--- src/rtl/snd_pkg.sv ---
// Shared types and helpers for the expansion-audio I2S transmitter.
// Holds the PCM word type, frame geometry and the level-to-PCM mapping.
package snd_pkg;

   localparam int PCM_W      = 16;
   localparam int FRAME_BCLK = 64;

   typedef logic [PCM_W-1:0] pcm_t;

   typedef enum logic {
      ST_IDLE = 1'b0,
      ST_RUN  = 1'b1
   } tx_state_e;

   // Unsigned 7-bit level becomes offset-binary, then flipping the MSB yields two's complement.
   function automatic pcm_t lvl2pcm(input logic [6:0] lvl);
      return {lvl, 9'b0} ^ 16'h8000;
   endfunction

endpackage

--- src/rtl/snd_i2s_tx_if.sv ---
// Sound-input and I2S-output bundle of the transmitter.
// Fire-and-forget strobe in, free-running serial link out; there is no backpressure.
interface snd_i2s_tx_if;
   import snd_pkg::*;

   logic [6:0] snd_in;
   logic       snd_stb;
   logic       mute;
   logic       i2s_bclk;
   logic       i2s_lrck;
   logic       i2s_sdat;
   logic       frame_stb;
   logic       underrun;

   modport master (
      output snd_in, snd_stb, mute,
      input  i2s_bclk, i2s_lrck, i2s_sdat, frame_stb, underrun
   );

   modport slave (
      input  snd_in, snd_stb, mute,
      output i2s_bclk, i2s_lrck, i2s_sdat, frame_stb, underrun
   );

endinterface

--- src/rtl/snd_avg.sv ---
// Box-car averager over 2^AVG_LOG2 strobes with a one-deep hold register.
// Result valid one clk after the window-closing strobe; a newer window overwrites an unread one.
module snd_avg
   import snd_pkg::*;
#(
   parameter int AVG_LOG2 = 5
) (
   input  logic       clk,
   input  logic       rst_n,
   input  logic [6:0] snd_in_i,
   input  logic       snd_stb_i,
   input  logic       hold_clr_i,
   output logic [6:0] hold_o,
   output logic       hold_vld_o
);

   localparam int ACC_W = 7 + AVG_LOG2;
   localparam int CNT_W = (AVG_LOG2 > 0) ? AVG_LOG2 : 1;
   localparam logic [CNT_W-1:0] CNT_LAST = CNT_W'((1 << AVG_LOG2) - 1);

   logic [ACC_W-1:0] acc_q, acc_d, sum;
   logic [CNT_W-1:0] cnt_q, cnt_d;
   logic [6:0]       hold_q, hold_d;
   logic             hold_vld_q, hold_vld_d;

   always_comb begin
      sum        = acc_q + ACC_W'(snd_in_i);
      acc_d      = acc_q;
      cnt_d      = cnt_q;
      hold_d     = hold_q;
      hold_vld_d = hold_vld_q;
      if (hold_clr_i) begin
         hold_vld_d = 1'b0;
      end
      // A window closing in the same clk as a read leaves the new value pending.
      if (snd_stb_i) begin
         if (cnt_q == CNT_LAST) begin
            acc_d      = '0;
            cnt_d      = '0;
            hold_d     = sum[ACC_W-1 -: 7];
            hold_vld_d = 1'b1;
         end else begin
            acc_d = sum;
            cnt_d = cnt_q + CNT_W'(1);
         end
      end
   end

   always_ff @(posedge clk or negedge rst_n) begin
      if (!rst_n) begin
         acc_q      <= '0;
         cnt_q      <= '0;
         hold_q     <= '0;
         hold_vld_q <= 1'b0;
      end else begin
         acc_q      <= acc_d;
         cnt_q      <= cnt_d;
         hold_q     <= hold_d;
         hold_vld_q <= hold_vld_d;
      end
   end

   assign hold_o     = hold_q;
   assign hold_vld_o = hold_vld_q;

endmodule

--- src/rtl/snd_i2s_tx.sv ---
// Averages the expansion-audio level and sends it as 16-bit PCM on both channels of a 64-BCLK I2S frame.
// New words enter at the next frame boundary; a missing word repeats the previous one and sets sticky underrun.
module snd_i2s_tx
   import snd_pkg::*;
#(
   parameter int CLK_DIV  = 4,
   parameter int AVG_LOG2 = 5
) (
   input  logic         clk,
   input  logic         rst_n,
   snd_i2s_tx_if.slave  tx_if
);

   localparam int BIT_W = $clog2(FRAME_BCLK);
   localparam int DIV_W = 8;
   localparam logic [DIV_W-1:0] DIV_LAST = DIV_W'(CLK_DIV - 1);

   tx_state_e        state_q;
   logic [DIV_W-1:0] div_q;
   logic [BIT_W-1:0] per_q, per_d;
   logic             bclk_q, lrck_q, sdat_q, sdat_d;
   logic             frame_stb_q, underrun_q;
   pcm_t             shift_word_q;

   logic             div_wrap, bclk_fall, load;
   logic [4:0]       slot;
   logic [6:0]       hold;
   logic             hold_vld;

   snd_avg #(
      .AVG_LOG2 (AVG_LOG2)
   ) u_avg (
      .clk        (clk),
      .rst_n      (rst_n),
      .snd_in_i   (tx_if.snd_in),
      .snd_stb_i  (tx_if.snd_stb),
      .hold_clr_i (load),
      .hold_o     (hold),
      .hold_vld_o (hold_vld)
   );

   assign div_wrap  = (state_q == ST_RUN) && (div_q == DIV_LAST);
   assign bclk_fall = div_wrap && bclk_q;
   // per_q resets to the last period so the first fall wraps into period 0 and loads a word.
   assign per_d     = per_q + BIT_W'(1);
   assign load      = bclk_fall && (per_d == '0);
   assign slot      = per_d[4:0];

   // One BCLK of I2S delay after each lrck edge, MSB first, zero padding for the rest of the half.
   always_comb begin
      sdat_d = 1'b0;
      if ((slot != 5'd0) && (slot <= 5'd16)) begin
         sdat_d = shift_word_q[4'(5'd16 - slot)];
      end
   end

   always_ff @(posedge clk or negedge rst_n) begin
      if (!rst_n) begin
         state_q      <= ST_IDLE;
         div_q        <= '0;
         per_q        <= '1;
         bclk_q       <= 1'b1;
         lrck_q       <= 1'b0;
         sdat_q       <= 1'b0;
         frame_stb_q  <= 1'b0;
         underrun_q   <= 1'b0;
         shift_word_q <= '0;
      end else begin
         case (state_q)
            ST_IDLE: begin
               state_q <= ST_RUN;
               div_q   <= '0;
            end
            ST_RUN: begin
               frame_stb_q <= load;
               div_q       <= div_wrap ? '0 : div_q + DIV_W'(1);
               if (div_wrap) begin
                  bclk_q <= ~bclk_q;
               end
               if (bclk_fall) begin
                  per_q  <= per_d;
                  lrck_q <= per_d[BIT_W-1];
                  sdat_q <= sdat_d;
               end
               if (load) begin
                  if (tx_if.mute) begin
                     shift_word_q <= '0;
                  end else if (hold_vld) begin
                     shift_word_q <= lvl2pcm(hold);
                  end else begin
                     underrun_q <= 1'b1;
                  end
               end
            end
            default: state_q <= ST_IDLE;
         endcase
      end
   end

   assign tx_if.i2s_bclk  = bclk_q;
   assign tx_if.i2s_lrck  = lrck_q;
   assign tx_if.i2s_sdat  = sdat_q;
   assign tx_if.frame_stb = frame_stb_q;
   assign tx_if.underrun  = underrun_q;

endmodule
--- src/flat_wrapper.sv ---
// flat-port wrapper written by rule: the top's interface ports become plain ports
module snd_i2s_tx_flat import snd_pkg::*;
#(
   parameter int CLK_DIV  = 4,
   parameter int AVG_LOG2 = 5
)
  (clk, rst_n, tx_if_snd_in, tx_if_snd_stb, tx_if_mute, tx_if_i2s_bclk, tx_if_i2s_lrck, tx_if_i2s_sdat, tx_if_frame_stb, tx_if_underrun);
  snd_i2s_tx_if tx_if_i ();
  input  logic clk;
  input  logic rst_n;
  input wire logic [$bits(tx_if_i.snd_in)-1:0] tx_if_snd_in;
  input wire logic [$bits(tx_if_i.snd_stb)-1:0] tx_if_snd_stb;
  input wire logic [$bits(tx_if_i.mute)-1:0] tx_if_mute;
  output wire logic [$bits(tx_if_i.i2s_bclk)-1:0] tx_if_i2s_bclk;
  output wire logic [$bits(tx_if_i.i2s_lrck)-1:0] tx_if_i2s_lrck;
  output wire logic [$bits(tx_if_i.i2s_sdat)-1:0] tx_if_i2s_sdat;
  output wire logic [$bits(tx_if_i.frame_stb)-1:0] tx_if_frame_stb;
  output wire logic [$bits(tx_if_i.underrun)-1:0] tx_if_underrun;
  assign tx_if_i.snd_in = tx_if_snd_in;
  assign tx_if_i.snd_stb = tx_if_snd_stb;
  assign tx_if_i.mute = tx_if_mute;
  assign tx_if_i2s_bclk = tx_if_i.i2s_bclk;
  assign tx_if_i2s_lrck = tx_if_i.i2s_lrck;
  assign tx_if_i2s_sdat = tx_if_i.i2s_sdat;
  assign tx_if_frame_stb = tx_if_i.frame_stb;
  assign tx_if_underrun = tx_if_i.underrun;
  snd_i2s_tx #(.CLK_DIV(CLK_DIV), .AVG_LOG2(AVG_LOG2)) u_core (.clk(clk), .rst_n(rst_n), .tx_if(tx_if_i));
endmodule
--- config.mk ---
export PLATFORM = sky130hd
export DESIGN_NAME = snd_i2s_tx_flat
export DESIGN_NICKNAME = d
export VERILOG_FILES = /design/src/rtl/snd_pkg.sv /design/src/rtl/snd_i2s_tx_if.sv /design/src/rtl/snd_avg.sv /design/src/rtl/snd_i2s_tx.sv /design/src/flat_wrapper.sv
export SDC_FILE = /design/constraint.sdc
export NUM_CORES = 1
export LEC_CHECK = 0
export CAP_MARGIN = 40
export CELL_PAD_IN_SITES_DETAIL_PLACEMENT = 2
export CELL_PAD_IN_SITES_GLOBAL_PLACEMENT = 2
export CORE_ASPECT_RATIO = 1.2
export CORE_MARGIN = 2
export CORE_UTILIZATION = 42
export CTS_CLUSTER_DIAMETER = 100
export DETAILED_ROUTE_END_ITERATION = 8
export PLACE_DENSITY = 0.8
export SLEW_MARGIN = 20
export SYNTH_ARGS = -nofsm -noshare
export SYNTH_HDL_FRONTEND = slang
export SYNTH_SLANG_ARGS = --single-unit
--- constraint.sdc ---
create_clock -name clk -period 4 [get_ports clk]
set_input_delay 0.4 -clock clk [delete_from_list [all_inputs] [get_ports clk]]
set_output_delay 0.4 -clock clk [all_outputs]
set_load 0.03 [all_outputs]
# Yosys cells after proc, flatten, opt, wreduce, memory -nomap -nowiden
# Cells that the tools add are included.
# totals
out_inout_bits	5
ff_bits	61
# classes
reduce_logical	12
bitwise	5
n_eq_ne	2
n_mux	12
n_addsub	5
magnitude_cmp	2
# ops
operator	count
$mux 16	2
$pmux 8 s2	1
$add 12x7->12	1
$mux 12	1
$add 8x1->8 const B	1
$eq 8x2->1 const B	1
$mux 8	1
$add 6x1->6 const B	1
$logic_not 6->1	1
$reduce_and 2->1	3
$add 5x1->5 const B	1
$eq 5x5->1 const B	1
$le 5x5->1 const B	1
$lt 4x5->1 const B	1
$mux 1	5
$mux 5	1
$not 1->1	5
$reduce_bool 5->1	1
$bmux 1 s4	1
$logic_and 1x1->1	4
$reduce_and 4->1	1
$sub 1x4->4 const A	1
$reduce_and 3->1	1
$reduce_bool 2->1	1

# Longest topological paths before layout
# Gate-level depths: netlist (run 1).
# depth
ltp_word	7
mapped_depth	8

# Cells and area by module
# A second synthesis (run 1) with hierarchy kept.
# unflattened
cells_unflattened	294
area_unflattened_um2	2875.3
# by_module_without_submodules
mod	area_per_inst_um2	n_inst	cells_each
snd_avg	1482.7	1	148
snd_i2s_tx	1392.6	1	146

# Worst setup path after synthesis (run 1)
# No wires, ideal clock.
# synth_timing
path_type	input port to flip-flop
startpoint	input port tx_if_snd_in[0]
endpoint	register u_core.u_avg.hold_q[3] (netlist: u_core.u_avg.hold_o[3])
path_stages	7
t_arrival_ps	2138
setup_slack_ps	1738
required_time_ps	3876
path_cell_list	ha_1 fa_1 a21o_1 a221oi_1 o21bai_1 mux2i_1 a211o_1
# synth_via
elab_chain_len	1
# synth_rtl
element	line_no	rtl
start: declaration	flat_wrapper.sv:11	input wire logic [$bits(tx_if_i.snd_in)-1:0] tx_if_snd_in;
$add 12x7->12	snd_avg.sv:27	sum = acc_q + ACC_W'(snd_in_i);
end signal: assignment	snd_avg.sv:58	hold_q <= hold_d;
end: declaration	snd_avg.sv:23	logic [6:0] hold_q, hold_d;
# No other way between the ends.
# A chain may end at the register's enable or synchronous reset.

# Final worst setup path (run 1)
# Ends and elaborated chain as after synthesis.

==> flow_summary.toml, run 1 <==
[global_route]
grt_pass1_vias = 2485
grt.total_usage = 0.205
grt_overflow = 0
antenna_found_initial = 0
grt_start_max_net_pins = 32
grt_pass1_wl_microns = 12200

[route]
avgViaCountPerCell = 5.75
drtIter0Drc = 51
drt_wl_total_microns = 7110
firstDrtPassIters = 4
ant_nets = 0
via_count = 2220
wl_per_cell_microns = 18.4
drc = 0

[logic_synthesis]
avgSynthCellArea_sq_um = 10.2
ys_top_cells_by_area = "dfrtp_1 39%, dfstp_2 6.3%, ha_1 4.7%, nand2_1 4.0%, xnor2_1 2.7%"
yosysWarningCount = 0
syn-cell-area_sq_um = 2920
ys_top_cells_by_count = "45 x dfrtp_1, 31 x nand2_1, 13 x nor2_1"
synthCells = 286
synth_cell_type_count = 62
async_reset_ff_frac = 1.00
ys_ff_latch = 52
synth_ff_type = "dfrtp_1"
yosysTopAreaCellShare = 0.386
syn-num-nets = 309
synth_top_area_cell = "dfrtp_1"
synth_enable_flop_cells = 0
synth.most_common_cell = "dfrtp_1"
yosysSeqAreaShare = 0.449

[job]
maxCapViolations = 0

[floorplanning]
core_area_sq_um = 6770
ios = 16
dieArea_sq_um = 7630
start_util = 0.431
fp-row-count = 33
die_y_microns = 95.3
die_w_microns = 80.1

[placed_design]
hpwl_microns = 5220
gp_congestion = 0.776
io_buffers = 15
pre_cts_slack_ns = 1.11

[run_status]
status = "completed"

[setup_path]
r2r_cells = 6
worstPathRequired_ns = 4.20
slowest_stage = "clkdlybuf4s50_1"
crit_path_cell_trace = "clkdlybuf4s50_1 > ha_1 > fa_1 > a21o_1 > a221oi_1 > o21bai_1 > mux2i_1 > a211o_1"
rr_endpoint = "u_core.u_avg.acc_q[11]"
timing.rr.start = "u_core.u_avg.cnt_q[0]"
arrival_ns = 2.78
crit_path_end_kind = "flop"
worst-setup-path-type = "in2reg"
start_kind = "input pin"
cpPeakStageDelay_ns = 0.41
cp_max_fo = 6
r2r_slack_ns = 1.50

[clock_tree]
ctsRootBufferMaster = "clkbuf_8"
clock_latency_ns = 0.31
postCtsSetupBuffers = 0
hold_buffers = 0
cts_buffers = 5
htree_levels = 2
cts_tree = "yes"
clk_pin_slew_ns = 0.10
ctsResizeCount = 0
clkSinkCount = 52
clk_path_buf_depth = 2

[sta]
layout_setup_ws_ns = 1.42
slew_headroom = 0.632
max_freq_mhz = 388
hold_violations = 0
setup_viol = 0
rsz0062_at_grt = "no"
period_share = 0.645
period_minus_slack_ns = 2.58
drv_slew = 0
worstMarginPinSlew_ns = 0.551
setup_tns_ns = 0
timing.hold.ws_ns = 0.0506
clock_skew_ns = 0.00854

[final_layout]
area_delta_synth_final_pct = 11.1
fin_util = 0.478
final_nets = 321
diodes = 0
drive_above_1_share = 0.107

[pwr]
leakage_nw = 1.44
vdd_drop_max_v = 0.000260
power_per_cell_area_nw_per_um2 = 543
p_total_w = 0.00176

[hold_path]
hold_class = "in2async"
-- flip-flops by register name (all words and copies together) (netlist names) --
register / flops
u_core.u_avg.acc_q: 12
u_core.tx_if.i2s_sdat: 1
u_core.tx_if.underrun: 1
u_core.u_avg.hold_o: 7
u_core.shift_word_q: 7
u_core.u_avg.cnt_q: 5
u_core.tx_if.i2s_bclk: 1
u_core.per_q: 6
u_core.state_q: 1
u_core.tx_if.frame_stb: 1
u_core.div_q: 8
u_core.u_avg.hold_vld_o: 1
u_core.tx_if.i2s_lrck: 1
-- placed cells by master, fill, tap and decap left out, types with 5 or more instances in the layout --
cell	Yosys	layout
dfrtp_1	45	45
nand2_1	31	31
clkdlybuf4s50_1	0	14
nor2_1	13	13
ha_1	11	11
nand3_1	10	10
xnor2_1	9	9
a31oi_1	9	9
nor2b_1	9	9
o21ai_0	9	9
and3_1	8	8
xor2_1	8	8
a21o_1	8	8
inv_1	8	8
o21ai_1	7	7
dfstp_2	7	7
nand2b_1	5	5
o2bb2ai_1	5	5
clkbuf_8	0	5
-- metrics by stage --
step                      instances  instance area (sq um)
after floorplan                 286                   2920
after global placement          378                   3130
after detailed placement        378                   3130
after CTS                       386                   3240
after global routing            386                   3240
final                           386                   3240
-- worst max-delay path by stage --
stage | from | end | cells past startpoint
2_1_floorplan | tx_if_snd_in[0] | u_core.u_avg.hold_o[3] | 7
3_3_place_gp | tx_if_snd_in[0] | u_core.u_avg.hold_o[3] | 8
3_5_place_dp | tx_if_snd_in[0] | u_core.u_avg.hold_o[3] | 8
4_1_cts | tx_if_snd_in[0] | u_core.u_avg.hold_o[3] | 8
5_1_grt | tx_if_snd_in[0] | u_core.u_avg.hold_o[3] | 8
6_report | tx_if_snd_in[0] | u_core.u_avg.hold_o[3] | 8
-- report_power, final --
group	leakage, nW	switching [W]	internal (W)
Clock	0.0552	0.000175	0.000186
Combinational	0.767	0.000328	0.000280
Sequential	0.614	0.000131	0.000657
Total	1.44	0.000635	0.00112
-- cell families (layout without fill, tap and decap cells) --
family          count (synthesis)  in the layout  synth area share
compound gates                 72             72             0.175
xor+xnor                       17             17            0.0511
fa+ha+maj                      12             12            0.0541
buf+inv                        20             33            0.0283
flops                          52             52             0.449
mux                             9              9            0.0369
other cells                     1              1           0.00129
simple gates                  103            103             0.204
-- layout make-up --
cell class,count,area [sq um]
clock buffer,6,72.6
clock inverter,2,35.0
fill,728,3530
inverter,8,30.0
multi-input combinational,214,1520
sequential,52,1310
tap,87,109
timing repair buffer,17,160
-- critical path, delay by kind of cell --
family,cells,cell delay (ns)
buffers and inverters,1,0.41
multiplexers,1,0.18
AO/OA/AOI/OAI,4,1.15
adder cells (fa/ha/maj),2,0.64
-- metal layers --
layer  wire length, microns  vias to the layer above  track usage
met1                   2920                     1128        0.226
li1                       -                     1061            -
met3                    102                        9       0.0294
met4                    138                        0       0.0636
met2                   3950                       22        0.401
met5                      0                        -            0
No activity file was read; power rests on OpenSTA's default activity.
==> run 2: changes to the inputs <==
--- a/config.mk
+++ b/config.mk
@@ -10,10 +10,10 @@
 export CELL_PAD_IN_SITES_GLOBAL_PLACEMENT = 2
 export CORE_ASPECT_RATIO = 1.2
 export CORE_MARGIN = 2
-export CORE_UTILIZATION = 42
+export CORE_UTILIZATION = 39
 export CTS_CLUSTER_DIAMETER = 100
 export DETAILED_ROUTE_END_ITERATION = 8
-export PLACE_DENSITY = 0.8
+export PLACE_DENSITY = 0.75
 export SLEW_MARGIN = 20
 export SYNTH_ARGS = -nofsm -noshare
 export SYNTH_HDL_FRONTEND = slang
==> constraint.sdc (replaced) <==
create_clock -name clk -period 2.7 [get_ports clk]
set_input_delay 0.27 -clock clk [delete_from_list [all_inputs] [get_ports clk]]
set_output_delay 0.27 -clock clk [all_outputs]
set_load 0.03 [all_outputs]
==> flow_summary.toml, run 2 (same netlist as run 1, synthesis figures left out) <==
[run_status]
status = "completed"

[pwr]
vdd_drop_max_v = 0.000347
power_per_cell_area_nw_per_um2 = 810
leakage_nw = 1.48

[floorplanning]
dieArea_sq_um = 8190
ios = 16
die_w_microns = 82.9
fp-row-count = 34
core_area_sq_um = 7230
die_y_microns = 98.7
start_util = 0.403

[final_layout]
largest_register = "u_core.u_avg.acc_q"
largest_reg_flops = 12
reg_top3 = "u_core.u_avg.acc_q: 12 flops, u_core.div_q: 8 flops"
drive_above_1_share = 0.131
final_nets = 328
area_delta_synth_final_pct = 13.7
final_cell_mix = "45 x dfrtp_1, 31 x nand2_1, 14 x clkdlybuf4s50_1, 13 x nor2_1, 11 x ha_1"
final_common_cell = "dfrtp_1"
diodes = 0

[route]
drtIter0Drc = 103
wl_per_cell_microns = 17.8
via_count = 2285
drc = 0
drt_wl_total_microns = 7050
firstDrtPassIters = 4
avgViaCountPerCell = 5.77
ant_nets = 0

[sta]
clock_skew_ns = 0.00522
layout_setup_ws_ns = 0.383
hold_violations = 0
period_minus_slack_ns = 2.32
slew_headroom = 0.544
worstMarginPinSlew_ns = 0.684
drv_slew = 0
setup_viol = 0
max_freq_mhz = 432
rsz0062_at_grt = "no"
setup_tns_ns = 0
period_share = 0.858

[clock_tree]
clk_pin_slew_ns = 0.10
ctsResizeCount = 0
cts_buffers = 5
hold_buffers = 0
htree_levels = 2
ctsRootBufferMaster = "clkbuf_8"
clock_latency_ns = 0.30
clkSinkCount = 52
clk_path_buf_depth = 2
postCtsSetupBuffers = 0
cts_tree = "yes"

[global_route]
grt_pass1_vias = 2595
grt_pass1_wl_microns = 12500
grt_start_max_net_pins = 53
grt.total_usage = 0.186
grt_overflow = 0
antenna_found_initial = 0

[placed_design]
io_buffers = 15
hpwl_microns = 5140
pre_cts_slack_ns = 0.103
gp_congestion = 0.688

[setup_path]
crit_path_cell_trace = "ha_1 > fa_1 > a21o_1 > a221oi_1 > o21bai_1 > mux2i_1 > a211o_1"
cp_max_fo = 2
worst-setup-path-type = "reg2reg"
start_kind = "flop"
path_delay_family = "compound AO/OA/AOI/OAI gates"
critPathBufInv = 0
worstPathRequired_ns = 2.90
slowest_stage = "fa_1"
cpPeakStageDelay_ns = 0.41
crit_path_end_kind = "flop"
arrival_ns = 2.51
r2r_slack_ns = 0.38

[job]
maxCapViolations = 0

[hold_path]
hold_class = "in2async"
run 2: changes by cell type in the layout (fill, tap and decap cells not counted):
cell / change
clkinv_2: -1
clkbuf_8: +2
clkbuf_1: -1
buf_4: +7
run 2: stage by stage:
step / power [W] / utilization / area, sq um / std cells / hold WS (ns)
5_1_grt: 0.00289 / 0.458 / 3310 / 396 / 0.125
3_3_place_gp: 0.00207 / 0.441 / 3190 / 388 / 0.442
3_5_place_dp: 0.00211 / 0.441 / 3190 / 388 / 0.450
4_1_cts: 0.00272 / 0.458 / 3310 / 396 / 0.106
6_report: 0.00268 / 0.458 / 3310 / 396 / 0.0811
2_1_floorplan: 0.00180 / - / 2920 / 286 / -0.0256
run 2: final cells by class:
cell class	instances	area, sq um
fillers	783	3920
multi-input cells	214	1520
flip-flops and latches	52	1310
repair buffers	24	213
well taps	90	113
clock buffers	7	96.3
clock inverters	1	30.0
inverters	8	30.0
run 2: path summary, 6_finish.rpt:
kind | endpoint | startpoint | cells past startpoint
setup / recovery | u_core.u_avg.hold_o[3] | u_core.u_avg.acc_q[0] | 7
hold / removal | u_core.u_avg.cnt_q[2] | rst_n | 2
setup reg to reg | u_core.u_avg.hold_o[3] | u_core.u_avg.acc_q[0] | 7
hold reg to reg | u_core.tx_if.underrun | u_core.tx_if.underrun | 1
max in group asynchronous | u_core.tx_if.i2s_sdat | rst_n | 2
min in group clk | u_core.tx_if.underrun | u_core.tx_if.underrun | 1
run 2: report_power, final:
part	leakage [nW]	internal [W]	switching (W)
logic	0.800	0.000450	0.000474
registers	0.614	0.000973	0.000196
clock network	0.0645	0.000328	0.000264
total	1.48	0.00175	0.000934
run 2: layer usage:
layer / vias to the layer above / track usage / routed length, microns / share of wire
li1: 1066 / - / - / -
met1: 1197 / 0.211 / 2960 / 0.42
met2: 17 / 0.360 / 3900 / 0.55
met3: 5 / 0.0251 / 102 / 0.014
met4: 0 / 0.0542 / 82 / 0.012
met5: - / 0 / 0 / 0
